`config.mk`:
```
export PLATFORM = sky130hd
export DESIGN_NAME = pipe_adder
export DESIGN_NICKNAME = d
export VERILOG_FILES = /design/src/rtl/pipe_adder_pkg.sv /design/src/rtl/add_chunk.sv /design/src/rtl/pipe_adder.sv
export SDC_FILE = /design/constraint.sdc
export NUM_CORES = 1
export LEC_CHECK = 0
export CAP_MARGIN = 20
export CORE_MARGIN = 3
export CORE_UTILIZATION = 40
export DETAILED_ROUTE_END_ITERATION = 16
export PLACE_DENSITY = 0.6
export SLEW_MARGIN = 20
export SYNTH_ARGS = -nofsm -noshare
export SYNTH_HDL_FRONTEND = slang
export SYNTH_HIERARCHICAL = 1
export SYNTH_SLANG_ARGS = --single-unit
```
`constraint.sdc`:
```
create_clock -name clk -period 3.7 [get_ports clk]
set_clock_uncertainty 0.1 [all_clocks]
set_input_delay 0.555 -clock clk [delete_from_list [all_inputs] [get_ports clk]]
set_output_delay 0.555 -clock clk [all_outputs]
set_load 0.01 [all_outputs]
```
`src/rtl/pipe_adder_pkg.sv`:
```
// pipe_adder_pkg: default sizing and the per-stage control record for pipe_adder
package pipe_adder_pkg;
  localparam int DEF_WIDTH = 16;
  localparam int DEF_STAGES = 4;
  typedef struct packed {
    logic valid;
    logic carry;
    logic ovf;
  } stage_t;
endpackage

```
`src/rtl/add_chunk.sv`:
```
// add_chunk: W-bit ripple adder exposing carry-out and the carry into its MSB
module add_chunk #(
  parameter int W = 4
) (
  input  logic [W-1:0] a,
  input  logic [W-1:0] b,
  input  logic         cin,
  output logic [W-1:0] sum,
  output logic         cout,
  output logic         cmsb
);
  assign {cout, sum} = {1'b0, a} + {1'b0, b} + {{W{1'b0}}, cin};
  assign cmsb = a[W-1] ^ b[W-1] ^ sum[W-1];
endmodule

```
`src/rtl/pipe_adder.sv`:
```
// pipe_adder: skewed carry-pipelined adder, one CHUNK per stage, valid/ready handshake
module pipe_adder
  import pipe_adder_pkg::*;
#(
  parameter int WIDTH = DEF_WIDTH,
  parameter int STAGES = DEF_STAGES
) (
  input  logic             clk,
  input  logic             rst_n,
  input  logic             in_valid,
  output logic             in_ready,
  input  logic [WIDTH-1:0] a,
  input  logic [WIDTH-1:0] b,
  input  logic             cin,
  output logic             out_valid,
  input  logic             out_ready,
  output logic [WIDTH-1:0] sum,
  output logic             cout,
  output logic             ovf
);
  localparam int CHUNK = WIDTH / STAGES;
  localparam logic [WIDTH-1:0] MASK = WIDTH'({CHUNK{1'b1}});
  if (WIDTH < 1 || STAGES < 1 || STAGES > WIDTH || WIDTH % STAGES != 0) begin : g_bad
    $error("pipe_adder: illegal WIDTH/STAGES combination");
  end
  stage_t ctl_r [STAGES];
  stage_t ctl_n [STAGES];
  // acc holds finished sum chunks below the current stage and untouched a chunks above
  logic [WIDTH-1:0] acc_r [STAGES];
  logic [WIDTH-1:0] acc_n [STAGES];
  logic [WIDTH-1:0] b_r [STAGES];
  logic [WIDTH-1:0] b_n [STAGES];
  logic adv;
  assign adv = !out_valid || out_ready;
  assign in_ready = adv;
  for (genvar k = 0; k < STAGES; k++) begin : g_st
    localparam int LO = k * CHUNK;
    logic [WIDTH-1:0] op_a, op_b;
    logic ci, vi, co, cm;
    logic [CHUNK-1:0] s;
    if (k == 0) begin : g_first
      assign {op_a, op_b, ci, vi} = {a, b, cin, in_valid};
    end else begin : g_next
      assign {op_a, op_b, ci, vi} = {acc_r[k-1], b_r[k-1], ctl_r[k-1].carry, ctl_r[k-1].valid};
    end
    add_chunk #(.W(CHUNK)) u_add (
      .a(op_a[LO +: CHUNK]),
      .b(op_b[LO +: CHUNK]),
      .cin(ci),
      .sum(s),
      .cout(co),
      .cmsb(cm)
    );
    assign acc_n[k] = (op_a & ~(MASK << LO)) | (WIDTH'(s) << LO);
    assign b_n[k] = op_b;
    assign ctl_n[k] = '{valid: vi, carry: co, ovf: cm ^ co};
  end
  always_ff @(posedge clk or negedge rst_n) begin
    if (!rst_n) begin
      ctl_r <= '{default: '0};
      acc_r <= '{default: '0};
      b_r <= '{default: '0};
    end else if (adv) begin
      ctl_r <= ctl_n;
      acc_r <= acc_n;
      b_r <= b_n;
    end
  end
  assign out_valid = ctl_r[STAGES-1].valid;
  assign cout = ctl_r[STAGES-1].carry;
  assign ovf = ctl_r[STAGES-1].ovf;
  assign sum = acc_r[STAGES-1];
endmodule

```
==> metrics.txt <==
status=completed; Pre-antenna DRT Iters=2; Synth area leaders=dfrtp_1, mux2_2, mux2_4; most common cell after layout, fill and taps aside=dfrtp_1; GPL Wtd Cong=roughly 0.75; Synthesized Nets=332; die width=109.1 um; DP HPWL=roughly 4.2 mm; sequential power share=42.0%; TNS Setup=0 ns; YS warnings=6; max-cap violations=0; reg2reg setup slack=around 1.6 ns; TritonCTS clock tree=yes; Gate power share=approximately two fifths; final instance area=a little over 5000 um2; CP endpoint kind=primary output; CP Class=input pin to primary output; synthesized area=4250 um2; CTS Buf Count=9; register cell area after layout=around 2400 um2; routed wire length=6.433 mm; NetSw=around 1.2 mW; Worst path slowest cell=clkdlybuf4s50_1; CTS Sinks=just under 100; Worst-path clk slew=roughly 0.08 ns; Final setup viols=0; n_diodes=0; Avg WL per Cell=approximately 14 um; Layout area overhead=21.52%; post_cts resized=0; maximum root-to-sink buffer count=2; port bufs=56; Min-Delay Path Class=input pin to async pin; Least-Margin Pin Slew=between 0.7 and 0.8 ns; Power Internal=approximately 3.0 mW; Starting Density=between 40% and 50%; Cell Area, Placed=just under 5000 um2; Lkg Pwr=~2.3 nW; Vias=2245; Critical Path Start Type=input pin; syn avg cell area=around 15 um2; Switching Share=28.78%; Die Footprint=around 12000 um2; VDD IR max=approximately 0.32 mV; Critical path origin=out_ready; initial antenna violation count=0; fmax=0.4205 GHz; R2R Path End=ovf; slew margin rel.=a little over half; register area share after synthesis=roughly 57%; unrepaired setup endpoints after global routing=false; Core Util, Final=around 50%; Critical Path Fanout Max=2; # IOs=57; multi-input logic area=1683 um2; antenna viol nets, final=0; Reg2Reg Depth=8; CP Data Arrival Time=about 1.7 ns; worst r2r src=g_st[3].op_a[12]; fill count=~880; Total Nets Final=between 300 and 400; largest net degree at the start of global routing=a little under 100; DR DRC count=0; Max Slew Vio Count=0; Tot GR Track Use=between 10% and 20%; Vias/cell=4.736; Synth cell types=17; number of global-route vias before repair=around 2300; #FFs+latches synth=97; Post-CTS Hold Buffers=0; post-CTS setup buffer count=0; most frequent cell on the critical path=clkdlybuf4s50_1; layout cell share with drive strength beyond 1=about a third; CTS HTree Levels=3; Final Cycle Share=64.27%; clock latency on the worst-skew pair=about 0.35 ns; die height=109.1 um; post-synth top area share=57.11%; endpoints failing hold=0; pwr dens=roughly 800 nW/um2; post-synthesis cell count=275; final worst slack=1.322 ns; most frequent cells in the layout=dfrtp_1, mux2_2, clkdlybuf4s50_1; Place WS=between 1 and 1.5 ns; critical-path cell list=clkdlybuf4s50_1 -> nand2b_4 -> clkdlybuf4s50_1; 1st-iter DRT viols=41; total grt overflow=0; FP Rows=37; area leader, netlist=dfrtp_1; Final min period=2.378 ns; Clk pwr share=between 10% and 20%; first-pass GRT wire length=11.00 mm; core box area=between 10000 and 15000 um2; Root Driver=clkbuf_8; WP data required=3.04 ns; Worst path max stage delay=between 0.5 and 0.6 ns
[worst max-delay path by stage]
| stage | cells past startpoint | slack (ns) | end |
|---|---|---|---|
| after floorplan | 8 | 1.75 | ovf |
| after global placement | 8 | 1.26 | g_st[1].ci |
| after detailed placement | 8 | 1.23 | g_st[1].ci |
| after CTS | 3 | 1.30 | in_ready |
| after global routing | 3 | 1.30 | in_ready |
| final | 3 | 1.32 | in_ready |
[state kept, by name, indices dropped and copies added, names as in the netlist]
name	count
cout	1
g_st.ci	3
g_st.op_a	48
g_st.op_b	24
g_st.vi	3
out_valid	1
ovf	1
sum	16
[power groups by stage]
stage	combinational, mW	clock [mW]	sequential [mW]
finish	1.66	0.799	1.78
detailed placement	1.68	0	1.81
CTS	1.70	0.837	1.79
global route	1.84	0.877	1.85
global placement	1.65	0	1.80
floorplan	1.20	0	1.78
[through the flow]
stage          hold WS, ns  power, mW  instances
2_1_floorplan       0.1594      2.981        275
6_report            0.1409      4.235        474
3_3_place_gp        0.3414      3.443        458
4_1_cts             0.2968      4.323        474
5_1_grt             0.1938      4.559        474
3_5_place_dp        0.3607      3.495        458
[cell usage after synthesis (all sizes together)]
library cell and n:
dfrtp 97, mux2 96, inv 16, ha 12, buf 11, fa 8
nand2b 6, xor2 5, a21oi 4, nand2 4, nand3 4, nor2b 4
o21ai 4, xnor2 4
[area by class of cell]
type                            count  share of cell area [%]
Multi-Input combinational cell    151                   32.58
Tap cell                          136                   3.295
Clock inverter                      5                   2.011
Inverter                           16                   1.163
Sequential cell                    97                   47.00
Clock buffer                       11                   2.544
Timing Repair Buffer               58                   11.41
[logic make-up (layout without fill, tap and decap cells)]
| group | count (synthesis) | in the layout | synth area share [%] |
|---|---|---|---|
| flops | 97 | 97 | 57.11 |
| buf+inv | 27 | 90 | 3.297 |
| xor+xnor | 9 | 9 | 1.854 |
| fa+ha+maj | 20 | 20 | 7.300 |
| simple gates | 18 | 18 | 2.473 |
| compound gates | 8 | 8 | 0.9420 |
| mux | 96 | 96 | 27.02 |
[critical path: cells and delay by family]
| family | cells | cell delay (ns) |
|---|---|---|
| AND/OR/NAND/NOR | 1 | 0.14 |
| buffers and inverters | 2 | 1.02 |
[per-layer routing]
| metal | vias to the layer above | GRT usage (%) | wire length [um] |
|---|---|---|---|
| met5 | - | 0 | 0 |
| met4 | 0 | 7.033 | 141 |
| met3 | 11 | 2.131 | 255 |
| met2 | 41 | 17.94 | 2992 |
| met1 | 1136 | 16.23 | 3044 |
| li1 | 1057 | - | - |
No activity file was read; power rests on OpenSTA's default activity.
